==> config.mk <==
export PLATFORM = sky130hd
export DESIGN_NAME = hazard_forward_unit
export DESIGN_NICKNAME = d
export VERILOG_FILES = /design/src/rtl/hazard_pkg.sv /design/src/rtl/fwd_match.sv /design/src/rtl/hazard_forward_unit.sv
export SDC_FILE = /design/constraint.sdc
export NUM_CORES = 1
export LEC_CHECK = 0
export BUFFER_PORTS_ARGS = -buffer_cell sky130_fd_sc_hd__clkbuf_2
export CORE_UTILIZATION = 30
export CTS_BUF_LIST = sky130_fd_sc_hd__clkbuf_8
export CTS_CLUSTER_DIAMETER = 80
export DETAILED_ROUTE_END_ITERATION = 10
export GPL_ROUTABILITY_DRIVEN = 0
export PLACE_DENSITY = 0.58
export SYNTH_ARGS = -nofsm -noshare
export SYNTH_HDL_FRONTEND = slang
export SYNTH_HIERARCHICAL = 1
export SYNTH_SLANG_ARGS = --single-unit
export TNS_END_PERCENT = 100
==> constraint.sdc <==
create_clock -name clk -period 2.9 [get_ports clk]
set_input_delay 0.435 -clock clk [delete_from_list [all_inputs] [get_ports clk]]
set_output_delay 0.435 -clock clk [all_outputs]
set_load 0.05 [all_outputs]
==> src/rtl/hazard_pkg.sv <==
// Shared types and forward-select encoding for the ID-stage hazard/forwarding controller.
package hazard_pkg;

   // Scoreboard rd field is sized for the widest register file we expect to build.
   localparam int RD_W_MAX = 8;

   localparam int FWD_RF     = 0;
   localparam int FWD_EX_MEM = 1;
   localparam int FWD_MEM_WB = 2;

   typedef struct packed {
      logic                valid;
      logic [RD_W_MAX-1:0] rd;
      logic                regwrite;
      logic                memread;
   } sb_entry_t;

   typedef enum logic {
      IDLE,
      FLUSHING
   } flush_state_t;

   function automatic logic writes_reg(sb_entry_t e);
      return e.valid & e.regwrite & (e.rd != '0);
   endfunction

endpackage

==> src/rtl/fwd_match.sv <==
// Per-operand scoreboard search: youngest in-flight producer of rs, and whether a
// load that rs depends on is still too close to forward from.
module fwd_match
   import hazard_pkg::*;
#(
   parameter int DEPTH    = 3,
   parameter int REG_AW   = 5,
   parameter int LOAD_LAT = 1,
   parameter int SEL_W    = 2
) (
   input  sb_entry_t [DEPTH-1:0] sb,
   input  logic [REG_AW-1:0]     rs,
   input  logic                  used,
   output logic [SEL_W-1:0]      sel,
   output logic                  load_hit
);

   logic [RD_W_MAX-1:0] rs_ext;
   logic [DEPTH-1:0]    hit;
   logic                found;

   assign rs_ext = RD_W_MAX'(rs);

   always_comb begin
      hit = '0;
      for (int k = 0; k < DEPTH; k++) begin
         hit[k] = used & writes_reg(sb[k]) & (sb[k].rd == rs_ext);
      end
   end

   // Search from the youngest stage outward so the most recent producer wins.
   always_comb begin
      found    = 1'b0;
      sel      = SEL_W'(FWD_RF);
      load_hit = 1'b0;
      for (int k = 0; k < DEPTH; k++) begin
         if (hit[k] && !found) begin
            found = 1'b1;
            if (k == 0)
               sel = SEL_W'(FWD_EX_MEM);
            else if (k == 1)
               sel = SEL_W'(FWD_MEM_WB);
            else
               sel = SEL_W'(k + 1);
         end
         if ((k < LOAD_LAT) && hit[k] && sb[k].memread)
            load_hit = 1'b1;
      end
   end

endmodule

==> src/rtl/hazard_forward_unit.sv <==
// ID-stage hazard controller: in-flight scoreboard, registered forward selects,
// load-use stall, taken-branch flush sequencing and saturating statistics.
//
//   state    | meaning
//   ---------+---------------------------------------------------------------
//   IDLE     | no flush in progress; ID may issue
//   FLUSHING | flush asserted; fc counts remaining bubbles down to zero
module hazard_forward_unit
   import hazard_pkg::*;
#(
   parameter int  NUM_SRC   = 2,
   parameter int  REG_AW    = 5,
   parameter int  DEPTH     = 3,
   parameter int  LOAD_LAT  = 1,
   parameter int  FLUSH_CYC = 2,
   parameter int  CNT_W     = 16,
   localparam int SEL_W     = $clog2(DEPTH + 1)
) (
   input  logic                       clk,
   input  logic                       reset,
   input  logic                       id_valid,
   input  logic [NUM_SRC*REG_AW-1:0]  id_rs,
   input  logic [NUM_SRC-1:0]         id_rs_used,
   input  logic [REG_AW-1:0]          id_rd,
   input  logic                       id_regwrite,
   input  logic                       id_memread,
   input  logic                       branch_taken,
   output logic [NUM_SRC*SEL_W-1:0]   fwd_sel,
   output logic                       stall,
   output logic                       flush,
   output logic [CNT_W-1:0]           stall_cnt,
   output logic [CNT_W-1:0]           flush_cnt
);

   localparam int             FC_W      = (FLUSH_CYC > 1) ? $clog2(FLUSH_CYC) : 1;
   localparam logic [FC_W-1:0] FC_RELOAD = FC_W'(FLUSH_CYC - 1);

   sb_entry_t [DEPTH-1:0]      sb;
   sb_entry_t                  id_entry;
   logic [NUM_SRC*SEL_W-1:0]   sel_next;
   logic [NUM_SRC-1:0]         load_hit;
   logic                       issue;
   flush_state_t               state, state_nxt;
   logic [FC_W-1:0]            fc, fc_nxt;

   for (genvar i = 0; i < NUM_SRC; i++) begin : g_src
      fwd_match #(
         .DEPTH    (DEPTH),
         .REG_AW   (REG_AW),
         .LOAD_LAT (LOAD_LAT),
         .SEL_W    (SEL_W)
      ) u_match (
         .sb       (sb),
         .rs       (id_rs[i*REG_AW +: REG_AW]),
         .used     (id_rs_used[i]),
         .sel      (sel_next[i*SEL_W +: SEL_W]),
         .load_hit (load_hit[i])
      );
   end

   // Flush outranks stall, so a squashed instruction never holds the PC.
   assign stall = id_valid & ~flush & (|load_hit);
   assign issue = id_valid & ~stall & ~flush;

   always_comb begin
      id_entry          = '0;
      id_entry.valid    = 1'b1;
      id_entry.rd       = RD_W_MAX'(id_rd);
      id_entry.regwrite = id_regwrite;
      id_entry.memread  = id_memread;
   end

   always_ff @(posedge clk or posedge reset) begin
      if (reset) begin
         sb      <= '0;
         fwd_sel <= '0;
      end else begin
         sb[0]   <= issue ? id_entry : '0;
         for (int k = 1; k < DEPTH; k++) begin
            sb[k] <= sb[k-1];
         end
         fwd_sel <= issue ? sel_next : '0;
      end
   end

   always_ff @(posedge clk or posedge reset) begin
      if (reset) begin
         state <= IDLE;
         fc    <= '0;
      end else begin
         state <= state_nxt;
         fc    <= fc_nxt;
      end
   end

   always_comb begin
      state_nxt = state;
      fc_nxt    = fc;
      flush     = 1'b0;
      case (state)
         IDLE: begin
            if (branch_taken) begin
               state_nxt = FLUSHING;
               fc_nxt    = FC_RELOAD;
            end
         end
         FLUSHING: begin
            flush = 1'b1;
            if (branch_taken)
               fc_nxt = FC_RELOAD;
            else if (fc == '0)
               state_nxt = IDLE;
            else
               fc_nxt = fc - FC_W'(1);
         end
         default: state_nxt = IDLE;
      endcase
   end

   always_ff @(posedge clk or posedge reset) begin
      if (reset) begin
         stall_cnt <= '0;
         flush_cnt <= '0;
      end else begin
         if (stall && (stall_cnt != '1))
            stall_cnt <= stall_cnt + CNT_W'(1);
         if (flush && (flush_cnt != '1))
            flush_cnt <= flush_cnt + CNT_W'(1);
      end
   end

endmodule
==> metrics.yaml <==
leakage_uw: 0.00185
fin_cells: 505
hpwl_mm: 5.07
period_share_pct: 93.1
crit_type: "reg2out"
die_area_um2: 10400
drive_gt1_share_pct: 25.5
start_kind: "flip-flop"
yosys_warnings: 6
syn_to_final_growth_pct: 26.4
syn-cell-area_um2: 2990
boundaryPins: 61
syn-instance-count: 275
grt_first_pass_wirelength_mm: 11.1
power_uw: 2220
antenna_found_initial: 0
cts_tree: "built"
final_nets: 392
clock_path_buffers: 2
drcViolationCount: 0
relSlewSlack_pct: 36.9
dr.pass1.iters: 5
setup_violations: 0
die_y_um: 102
tightest_slew_ps: 939
initial_core_util_pct: 30.7
drt_iter0_markers: 55
syn_area_per_cell_um2: 10.9
cts_made_buffers: 9
grt_max_degree: 32
core_area_um2: 9730
viasPerCell: 4.61
grt_pass1_vias: 2250
layout_min_cycle_time_ps: 2700
slew_violations: 0
wl_per_cell_um: 13.3
crit_fanout: 5
finClkSkew_ps: 10.5
critical_path_required_ps: 2470
rsz0062_at_grt: "false"
hold_viol: 0
clk_latency_ps: 330
antenna_left: 0
timing.hold.ws_ps: 185
cp.arrival_ps: 2270
path_clk_slew_ps: 70
cp-end-kind: "output port"
power_density_nw_per_um2: 588
hold_path.class: "in2async"
htree_num_levels: 3
grt_usage_pct: 14.5
num_vias: 2329
outcome: "complete, no violations"
peakVddDrop_v: 0.000533
io_buffers: 60
drt-total-wl_mm: 6.71
clock-root-buffer: "clkbuf_8"
n_antenna_cell: 0
die_w_um: 102
overflow: 0
max_freq_ghz: 0.370
timing.setup.tns_ps: 0
maxCapViolCount: 0
cts_sinks: 60
numPlacedInstances: 489
utilization_pct: 38.8
num_rows: 36
[repair_timing]
action / 4_1_cts / 5_1_grt
setup buffers: 0 / 0
setup endpoints to repair: 0 / 1
hold buffers: 0 / 0
gates resized for setup: 0 / 1
[metal layers]
metal | vias up | share of wire, % | global-route usage (%) | wire length (um)
met3 | 12 | 4.0 | 4.28 | 268
met2 | 42 | 48 | 22.4 | 3220
met1 | 1122 | 46 | 18.5 | 3090
met4 | 0 | 2.1 | 6.91 | 139
met5 | - | 0 | 0 | 0
li1 | 1153 | - | - | -
[final timing paths]
| path | startpoint | end | slack (ps) | cells past startpoint |
|---|---|---|---|---|
| worst max-delay path | sb[5]$_DFF_PP0_ | stall | 200 | 7 |
| worst min-delay path | reset | flush_cnt[1]$_DFFE_PP0P_ | 190 | 2 |
| min in group clk | branch_taken | state$_DFF_PP0_ | 310 | 2 |
| worst min register to register | sb[12]$_DFF_PP0_ | sb[23]$_DFF_PP0_ | 390 | 0 |
| max in group asynchronous | reset | fwd_sel[3]$_DFF_PP0_ | 2120 | 3 |
| worst max register to register | sb[5]$_DFF_PP0_ | stall_cnt[1]$_DFFE_PP0P_ | 540 | 9 |
[cells in the final DEF, fill, tap and decap left out, types with 3 or more instances in the layout]
cell       count
and2b_1        4
o2111ai_1      4
nor3b_1        5
buf_4          3
xnor2_1       22
clkbuf_8      10
nand3_1       16
nor2_1        21
nand2_1        7
clkbuf_2      59
inv_1          5
nor4_2         3
dfrtp_1       60
and3_1         4
clkinv_2       3
and2_1        12
a21oi_1        5
conb_1        22
nand4_1       13
nor3_1        14
nor4_1         6
xor2_1        29
[sequential cells by signal, indices dropped and copies added, names as in the netlist]
name,count
state,1
sb,22
fc,1
fwd_sel,4
stall_cnt,16
flush_cnt,16
[final cells by class]
type | count | area, um^2
Clock buffer | 10 | 138
Clock inverter | 6 | 78.8
Fill cell | 998 | 5960
Inverter | 5 | 18.8
Multi-Input combinational cell | 227 | 1530
Sequential cell | 60 | 1500
Tap cell | 133 | 166
Timing Repair Buffer | 64 | 343
[report_power, final]
group	leakage [uW]	switching, uW	internal (uW)
sequential	0.000806	83.9	899
combinational	0.000923	290	126
clock	0.000117	321	500
total	0.00185	694	1520
[worst max-delay path: stages, from the launching register on]
cell       delay [ps]
dfrtp_1           450
xor2_1            190
nor4_2            310
o2111ai_1         230
nor2_1            180
nor2_1            110
nor2_1            170
buf_2             290
[metrics by stage]
stage / worst slack, ps / instance area [um^2]
global route: 13.2 / 3770
floorplan: 108 / 3060
detailed placement: 403 / 3560
global placement: 479 / 3560
CTS: 145 / 3770
finish: 199 / 3770
(Power assumes the default switching activity.)
